### src/rtl/transient_pkg.sv
// rtl/transient_pkg.sv - shared types and constants for the transient burst sequencer
//
// Contents:
//   tb_state_t     sequencer state encoding
//   CNT_W_DEFAULT  default width of configuration fields and counters
//   ZERO_COUNT     count value meaning "skip this phase"
package transient_pkg;

    typedef enum logic [2:0] {
        ST_IDLE  = 3'd0,
        ST_DELAY = 3'd1,
        ST_ON    = 3'd2,
        ST_OFF   = 3'd3,
        ST_DONE  = 3'd4
    } tb_state_t;

    localparam int CNT_W_DEFAULT = 16;
    localparam int ZERO_COUNT    = 0;

endpackage

### src/rtl/tn_cycle_counter.sv
// rtl/tn_cycle_counter.sv - load/decrement down-counter with a zero flag
//
// Ports:
//   clk, rst_n  clock, asynchronous active-low reset
//   load        load load_val this cycle (wins over dec)
//   load_val    value to load
//   dec         decrement by one; saturates at zero, never wraps
//   zero        count is zero
module tn_cycle_counter #(
    parameter int CNT_W = 16
) (
    input  logic             clk,
    input  logic             rst_n,
    input  logic             load,
    input  logic [CNT_W-1:0] load_val,
    input  logic             dec,
    output logic             zero
);

    logic [CNT_W-1:0] count;

    always_ff @(posedge clk or negedge rst_n) begin
        if (!rst_n) begin
            count <= '0;
        end else if (load) begin
            count <= load_val;
        end else if (dec && (count != '0)) begin
            count <= count - CNT_W'(1);
        end
    end

    assign zero = (count == '0);

endmodule

### src/rtl/transient_burst_ctrl.sv
// rtl/transient_burst_ctrl.sv - delay / burst / gap sequencer driving the transient network trigger
//
// Ports:
//   clk, rst_n   clock, asynchronous active-low reset
//   start        run request, honoured only in IDLE
//   abort        return to IDLE next cycle; beats start in IDLE
//   cfg_delay    cycles from start acceptance to first trigger
//   cfg_on       trigger-high cycles per burst
//   cfg_off      idle cycles between bursts
//   cfg_bursts   bursts per run
//   trigger      registered clock enable for the transient network
//   busy         high in DELAY, ON, OFF
//   done         one-cycle pulse on normal completion
//   burst_mark   one-cycle pulse on the first ON cycle of every burst
//   burst_idx    0-based index of the current or last burst
module transient_burst_ctrl
    import transient_pkg::*;
#(
    parameter int CNT_W = CNT_W_DEFAULT
) (
    input  logic             clk,
    input  logic             rst_n,
    input  logic             start,
    input  logic             abort,
    input  logic [CNT_W-1:0] cfg_delay,
    input  logic [CNT_W-1:0] cfg_on,
    input  logic [CNT_W-1:0] cfg_off,
    input  logic [CNT_W-1:0] cfg_bursts,
    output logic             trigger,
    output logic             busy,
    output logic             done,
    output logic             burst_mark,
    output logic [CNT_W-1:0] burst_idx
);

    localparam logic [CNT_W-1:0] ZERO = CNT_W'(ZERO_COUNT);
    localparam logic [CNT_W-1:0] ONE  = CNT_W'(1);

    tb_state_t        state, state_nx;

    // cfg_delay and cfg_bursts are captured directly by the counters at
    // acceptance; only the per-burst reload values need their own latches.
    logic [CNT_W-1:0] on_q, off_q;

    logic             ph_load, ph_dec, ph_zero;
    logic [CNT_W-1:0] ph_val;
    logic             bu_load, bu_dec, bu_zero;
    logic [CNT_W-1:0] bu_val;

    logic             accept;
    logic             new_burst;
    logic             idx_inc;

    logic             trigger_d, busy_d, done_d, mark_d;
    logic [CNT_W-1:0] idx_d;

    // Counters are loaded with (count - 1) on phase entry and the phase ends
    // in the cycle the counter reads zero, so a phase of C cycles needs no
    // C+1 headroom and the all-ones maximum works without wrapping.
    tn_cycle_counter #(.CNT_W(CNT_W)) u_phase_cnt (
        .clk      (clk),
        .rst_n    (rst_n),
        .load     (ph_load),
        .load_val (ph_val),
        .dec      (ph_dec),
        .zero     (ph_zero)
    );

    tn_cycle_counter #(.CNT_W(CNT_W)) u_burst_cnt (
        .clk      (clk),
        .rst_n    (rst_n),
        .load     (bu_load),
        .load_val (bu_val),
        .dec      (bu_dec),
        .zero     (bu_zero)
    );

    always_ff @(posedge clk or negedge rst_n) begin
        if (!rst_n) begin
            state <= ST_IDLE;
        end else begin
            state <= state_nx;
        end
    end

    always_comb begin
        state_nx  = state;
        ph_load   = 1'b0;
        ph_val    = ZERO;
        ph_dec    = 1'b0;
        bu_load   = 1'b0;
        bu_val    = ZERO;
        bu_dec    = 1'b0;
        accept    = 1'b0;
        new_burst = 1'b0;
        idx_inc   = 1'b0;

        if ((state != ST_IDLE) && abort) begin
            state_nx = ST_IDLE;
        end else begin
            case (state)
                ST_IDLE: begin
                    if (start && !abort) begin
                        accept = 1'b1;
                        if ((cfg_on == ZERO) || (cfg_bursts == ZERO)) begin
                            state_nx = ST_DONE;
                        end else begin
                            bu_load = 1'b1;
                            bu_val  = cfg_bursts - ONE;
                            ph_load = 1'b1;
                            if (cfg_delay != ZERO) begin
                                state_nx = ST_DELAY;
                                ph_val   = cfg_delay - ONE;
                            end else begin
                                state_nx  = ST_ON;
                                ph_val    = cfg_on - ONE;
                                new_burst = 1'b1;
                            end
                        end
                    end
                end
                ST_DELAY: begin
                    if (ph_zero) begin
                        state_nx  = ST_ON;
                        ph_load   = 1'b1;
                        ph_val    = on_q - ONE;
                        new_burst = 1'b1;
                    end else begin
                        ph_dec = 1'b1;
                    end
                end
                ST_ON: begin
                    if (!ph_zero) begin
                        ph_dec = 1'b1;
                    end else if (bu_zero) begin
                        state_nx = ST_DONE;
                    end else begin
                        bu_dec  = 1'b1;
                        ph_load = 1'b1;
                        if (off_q != ZERO) begin
                            state_nx = ST_OFF;
                            ph_val   = off_q - ONE;
                        end else begin
                            // back-to-back bursts: trigger stays high
                            state_nx  = ST_ON;
                            ph_val    = on_q - ONE;
                            new_burst = 1'b1;
                            idx_inc   = 1'b1;
                        end
                    end
                end
                ST_OFF: begin
                    if (ph_zero) begin
                        state_nx  = ST_ON;
                        ph_load   = 1'b1;
                        ph_val    = on_q - ONE;
                        new_burst = 1'b1;
                        idx_inc   = 1'b1;
                    end else begin
                        ph_dec = 1'b1;
                    end
                end
                ST_DONE: begin
                    state_nx = ST_IDLE;
                end
                default: begin
                    state_nx = ST_IDLE;
                end
            endcase
        end
    end

    // Outputs are decoded from the next state and registered, so trigger
    // leaves a flop with no logic between it and the gated clock.
    always_comb begin
        trigger_d = (state_nx == ST_ON);
        busy_d    = (state_nx == ST_DELAY) || (state_nx == ST_ON) || (state_nx == ST_OFF);
        done_d    = (state_nx == ST_DONE);
        mark_d    = new_burst;
        idx_d     = burst_idx;
        if (accept) begin
            idx_d = ZERO;
        end else if (idx_inc) begin
            idx_d = burst_idx + ONE;
        end
    end

    always_ff @(posedge clk or negedge rst_n) begin
        if (!rst_n) begin
            trigger    <= 1'b0;
            busy       <= 1'b0;
            done       <= 1'b0;
            burst_mark <= 1'b0;
            burst_idx  <= ZERO;
            on_q       <= ZERO;
            off_q      <= ZERO;
        end else begin
            trigger    <= trigger_d;
            busy       <= busy_d;
            done       <= done_d;
            burst_mark <= mark_d;
            burst_idx  <= idx_d;
            if (accept) begin
                on_q  <= cfg_on;
                off_q <= cfg_off;
            end
        end
    end

endmodule

### config.mk
export PLATFORM = sky130hd
export DESIGN_NAME = transient_burst_ctrl
export DESIGN_NICKNAME = d
export VERILOG_FILES = /design/src/rtl/transient_pkg.sv /design/src/rtl/tn_cycle_counter.sv /design/src/rtl/transient_burst_ctrl.sv
export SDC_FILE = /design/constraint.sdc
export NUM_CORES = 1
export LEC_CHECK = 0
export BUFFER_PORTS_ARGS = -buffer_cell sky130_fd_sc_hd__buf_2
export CAP_MARGIN = 10
export CORE_MARGIN = 2
export CORE_UTILIZATION = 41
export CTS_CLUSTER_DIAMETER = 30
export DETAILED_ROUTE_END_ITERATION = 10
export PLACE_DENSITY = 0.61
export SYNTH_ARGS = -nofsm -noshare
export SYNTH_HDL_FRONTEND = slang
export SYNTH_SLANG_ARGS = --single-unit
### constraint.sdc
create_clock -name clk -period 4.9 [get_ports clk]
set_clock_uncertainty 0.15 [all_clocks]
set_input_delay 0.98 -clock clk [delete_from_list [all_inputs] [get_ports clk]]
set_output_delay 0.98 -clock clk [all_outputs]
set_load 0.02 [all_outputs]
* Word level (Yosys, flattened, before mapping)
Index checks and enable logic that the tools add are counted.
** Word-level totals
- Input port bits :: 68
- Flip-flop bits (word level) :: 87
- Logic and storage cells :: 103
- Output and inout bits :: 20
** Cells by class
- Reduce and logical (&&, ||, !) cells :: 23
- Add/sub/neg operators :: 8
- Mux-type cells :: 55
- Equal/unequal tests :: 7
** Operators by type and width (count)
- $mux W16 :: 18
- $sub A16 B1 Y16 const B :: 7
- $logic_not A16 Y1 :: 4
- $reduce_bool A16 Y1 :: 4
- $pmux W16 S3 :: 1
- $mux W1 :: 25
- $mux W3 :: 6
- $add A16 B1 Y16 const B :: 1
- $eq A3 B2 Y1 const B :: 4
- $pmux W3 S3 :: 1
- $eq A3 B1 Y1 const B :: 2
- $pmux W1 S3 :: 2
- $reduce_bool A2 Y1 :: 3
- $logic_and A1 B1 Y1 :: 4
- $eq A3 B3 Y1 const B :: 1
- $logic_not A3 Y1 :: 1
- $logic_or A1 B1 Y1 :: 3
- $reduce_bool A3 Y1 :: 1
- $reduce_or A3 Y1 :: 1
- $mux W2 :: 1
- $pmux W1 S2 :: 1
- $reduce_or A2 Y1 :: 1
- $logic_not A1 Y1 :: 1

* Longest topological paths before layout
- Depth in word-level cells :: 9
- Gate-level depth with buffers :: 13
- Depth with buffers taken out :: 12

* Cells and area by module
Synthesis repeated with hierarchy kept, for this count alone.
** Unflattened totals
- Cells, all modules :: 797
- Area, all modules :: 6308.6 µm²
** Modules (own cells, without submodules)
- transient_burst_ctrl :: times used 1, cells each 549, sequential area each 1376.3 µm², area each 4181.5 µm²
- tn_cycle_counter :: times used 2, cells each 124, sequential area each 400.4 µm², area each 1063.5 µm²

* Worst setup path before layout
OpenSTA, ideal clock, no wires.
- Path kind :: input-to-reg
- From :: input cfg_delay[9]
- To :: register u_phase_cnt.count[12]
- Setup slack :: 0.727 ns
- Data required time :: 4.614 ns
- Path buffers :: 2
- Setup time :: 0.136 ns
- Data arrival time :: 3.886 ns
- Cell stages on the path :: 13
- Cells stage by stage :: or3_1 clkbuf_1 nor3_1 clkbuf_1 a21oi_1 ha_1 or3b_2 or3_1 a311o_1 a2111oi_0 xnor2_1 a21oi_1 o21ai_0
** Between the ends
- Word-level cells in the longest chain between the ends :: 7
- Elaborated cells on any way between the ends :: 8
- Classes of those cells :: 1 x add/sub; 6 x mux; 1 x reduce/logical
** RTL lines
- from (decl) :: RTL line transient_burst_ctrl.sv:25 : input logic [CNT_W-1:0] cfg_delay,
- $sub A16 B1 Y16 or $reduce_bool A16 Y1 (tied branches) :: RTL line transient_burst_ctrl.sv:113, transient_burst_ctrl.sv:111
- $mux W16 * :: RTL line transient_burst_ctrl.sv:111 : if (cfg_delay != ZERO) begin
- $mux W16 * :: RTL line transient_burst_ctrl.sv:105 : if ((cfg_on == ZERO) || (cfg_bursts == ZERO)) begin
- $mux W16 * :: RTL line transient_burst_ctrl.sv:103 : if (start && !abort) begin
- $pmux W16 S3 * :: RTL line transient_burst_ctrl.sv:101 : case (state)
- $mux W16 * :: RTL line transient_burst_ctrl.sv:98 : if ((state != ST_IDLE) && abort) begin
- $mux W16 * :: RTL line tn_cycle_counter.sv:25 : end else if (load) begin
- to (signal assigned) :: RTL line tn_cycle_counter.sv:26 : count <= load_val;
- to (signal assigned) :: RTL line tn_cycle_counter.sv:28 : count <= count - CNT_W'(1);
- to (decl) :: RTL line tn_cycle_counter.sv:20 : logic [CNT_W-1:0] count;
Mark *: on every way between the ends. The rest lies on a longest branch, timed or not.
A chain may end at the register's enable or synchronous reset.

* Worst setup path after layout
- From :: input cfg_delay[6]
- To :: register u_phase_cnt.count[12]
The elaborated chain is that of the path after synthesis.

==> results.txt <==
Num ports - 88
Critical path fanouts, max - 7
CP Cell Sequence - buf_2, nor4_1, nand3_1, nor3_1, a21oi_1, ha_1, or3b_2, or3_1, a311o_1, a2111oi_0, xnor2_1, a21oi_1, o21ai_0
Crit-path max cell delay - 550 ps
CTS tree - yes
DR DRC count - 0
ANT nets after route - 0
Worst IR Drop VDD - 188.8 uV
CTS H-tree lvls - 3
Ant diodes - 0
DIE WIDTH - 124.6 um
Clock Sinks - 87
Post-Synth Adder-Cell Area - 2.100%
Global-route wire length before repair - 28.82 mm
Seq/Total Area, Yosys - 36.53%
Unique masters post-synth - 69
Least-Margin Pin Slew - 1154 ps
Setup ws final - 752.8 ps
Worst Hold Launch - on_q[15]$_DFFE_PN0P_
Xor/xnor share of the synthesized area - 10.88%
Fill count - 1422
Die span in y - 124.6 um
Routed via count - 5765
Commonest non-fill, non-tap cells in the layout - nand2_1, dfrtp_1, buf_2
Pre-CTS setup slack - 487.8 ps
Reg2reg setup slack - 1290 ps
First-pass DRT Iterations - 5
GRT Util Overall - 23.11%
Yosys warns - 0
Tcrit/Tclk final - 84.64%
Status - completed
Cell Rows - 44
Clk slew on worst S/H paths - 60 ps
CTS Hold Bufs - 0
Cells after Synth - 736
Share of layout cells above drive strength 1 - 15.93%
Die Area - 15520 um^2
Crit path capture type - flop
CTS max path bufs - 2
Main combinational cell family by area after synthesis - simple AND/OR/NAND/NOR gates
Post-synthesis register bit count - 87
Worst hold path cell count - 2
Initial antenna violation count - 0
Worst r2r dst - burst_idx[13]$_DFFE_PN0P_
R2r startpoint - u_phase_cnt.count[0]$_DFFE_PN0P_
Initial DRC count - 377
Pin count of the biggest net entering global routing - 54
Startpoint Class - input pin
Family with the most delay on the worst path - compound AO/OA/AOI/OAI gates
Top_reg_cell synth - dfrtp_1
Tmin final - 4147 ps
Total Neg Setup Slack - 0 ps
Synthesized area per cell - 8.097 um^2
Detailed Place HPWL - 13.18 mm
Routed wire length - 17.66 mm
Crit. Startpoint - cfg_delay[6]
Synthesized cell area - 5959 um^2
Final GP Congestion - 0.8733
Root buffer cell - clkbuf_16
RSZ-0062 raised after global routing - no
Post-synth net total - 814
Total power - 3274 uW
Via density - 5.765
CTS buffer count - 9
Core Box Area - 14370 um^2
Initial Util - 41.48%
Mux share of post-synthesis cell area - 0.8608%
Slew headroom - 22.03%
Max Freq - 241.1 MHz
Slowest-stage cell, CP - a2111oi_0
Port bufs - 87
CP dominant cell by count - a21oi_1
Buf/Inv on CP - 1
Area fraction in compound gates after synthesis - 16.15%
Vias in the first global route - 5634
CP Data Arrival Time - 4270 ps
Leak - 0.003028 uW
Fin. max-slew vios - 0
Number of flops mapped to enable cells by yosys - 0
Post-CTS sizing - 0
Most common cell after layout, fill and taps aside - nand2_1
Simple-Gate Fraction of Synth Area - 30.23%
Grt total ovfl - 0
Critical path class - in -> reg
Nets@finish - 889
WHS - 345.2 ps
Worst Hold End - on_q[15]$_DFFE_PN0P_
CP required - 5020 ps
Worst Reg-to-Reg Cells - 9
# Max-Cap Violations - 0
Worst-Skew Late Latency - 350 ps
Async SR Flop Fraction - 100.0%
Post-CTS setup buffers - 0
DR WL/cell - 17.66 um
HP Class - reg -> reg
Final Hold Vio Count - 0
Final setup vio count - 0
Area grow syn2layout - 16.12%
Pwr Density - 473.2 nW/um^2
==> registers in the layout, summed over array words and instances, names as in the netlist <==
name,count
u_burst_cnt.count,16
done,1
trigger,1
u_phase_cnt.count,16
state,3
burst_mark,1
burst_idx,16
busy,1
off_q,16
on_q,16
==> layer usage <==
metal / GRT usage, % / share of wire (%) / vias to the layer above / wire length, um
met4: 10.51 / 3.8 / 0 / 668
met1: 29.99 / 45 / 2793 / 7991
met3: 3.522 / 4.5 / 40 / 792
met2: 38.06 / 46 / 156 / 8212
met5: 0 / 0 / - / 0
li1: - / - / 2776 / -
==> report_power, final <==
group / switching [uW] / internal [uW] / total [uW] / leakage, uW
Combinational: 647 / 475 / 1120 / 0.00175
Sequential: 326 / 986 / 1310 / 0.00111
Clock: 292 / 549 / 842 / 0.000173
==> worst register-to-register path, stage by stage (launching register included) <==
cell      delay [ps]
dfrtp_1          400
inv_1            130
ha_1             160
nor4b_1          570
and4b_1          460
nand2b_2         150
nor4bb_1         990
nand3_1          210
xor2_1           200
nor2_1            60
==> how the worst max path moves through the flow <==
| stage | to | slack (ps) | depth (start not counted) |
|---|---|---|---|
| after floorplan | u_phase_cnt.count[12]$_DFFE_PN0P_ | 730 | 13 |
| after global placement | u_phase_cnt.count[12]$_DFFE_PN0P_ | 530 | 13 |
| after detailed placement | u_phase_cnt.count[12]$_DFFE_PN0P_ | 490 | 13 |
| after CTS | u_phase_cnt.count[12]$_DFFE_PN0P_ | 820 | 13 |
| after global routing | u_phase_cnt.count[12]$_DFFE_PN0P_ | 540 | 13 |
| final | u_phase_cnt.count[12]$_DFFE_PN0P_ | 750 | 13 |
==> kinds of logic (layout without fill, tap and decap cells) <==
logic type | after synthesis | after routing
AOI/OAI and AO/OA | 147 | 147
xor gates and xnor gates | 74 | 74
adders and majority gates | 10 | 10
buffers and inverters | 48 | 128
DFF | 87 | 87
muxes | 5 | 5
and+or+nand+nor | 365 | 365
==> synth_stat cells, types with 17 or more instances <==
library cell	n	area, um^2
nor4_1	18	112.6
o21ai_0	35	175.2
clkbuf_1	25	93.84
nand2_1	133	499.2
xor2_1	34	297.8
nor3_1	32	160.2
a21oi_1	35	175.2
nor2_1	81	304.0
inv_1	17	63.81
dfrtp_1	87	2177
or3_1	17	106.4
nand3_1	19	95.09
xnor2_1	40	350.3
==> layout make-up <==
type,count,area [um^2],share of cell area [%]
tap,184,230.2,3.327
clock buffer,10,229.0,3.309
clock inverter,6,132.6,1.916
inverter,17,63.81,0.9221
timing repair buffer,95,498.0,7.196
multi-input combinational,601,3590,51.87
sequential,87,2177,31.46
==> stage by stage <==
stage          utilization (%)  area (um^2)  std cells
5_1_grt                  48.16         6920       1000
2_1_floorplan                -         5959        736
4_1_cts                  48.16         6920       1000
6_report                 48.16         6920       1000
3_3_place_gp             45.65         6559        984
3_5_place_dp             45.65         6559        984
Note: power is estimated with default switching activity, not from simulation.
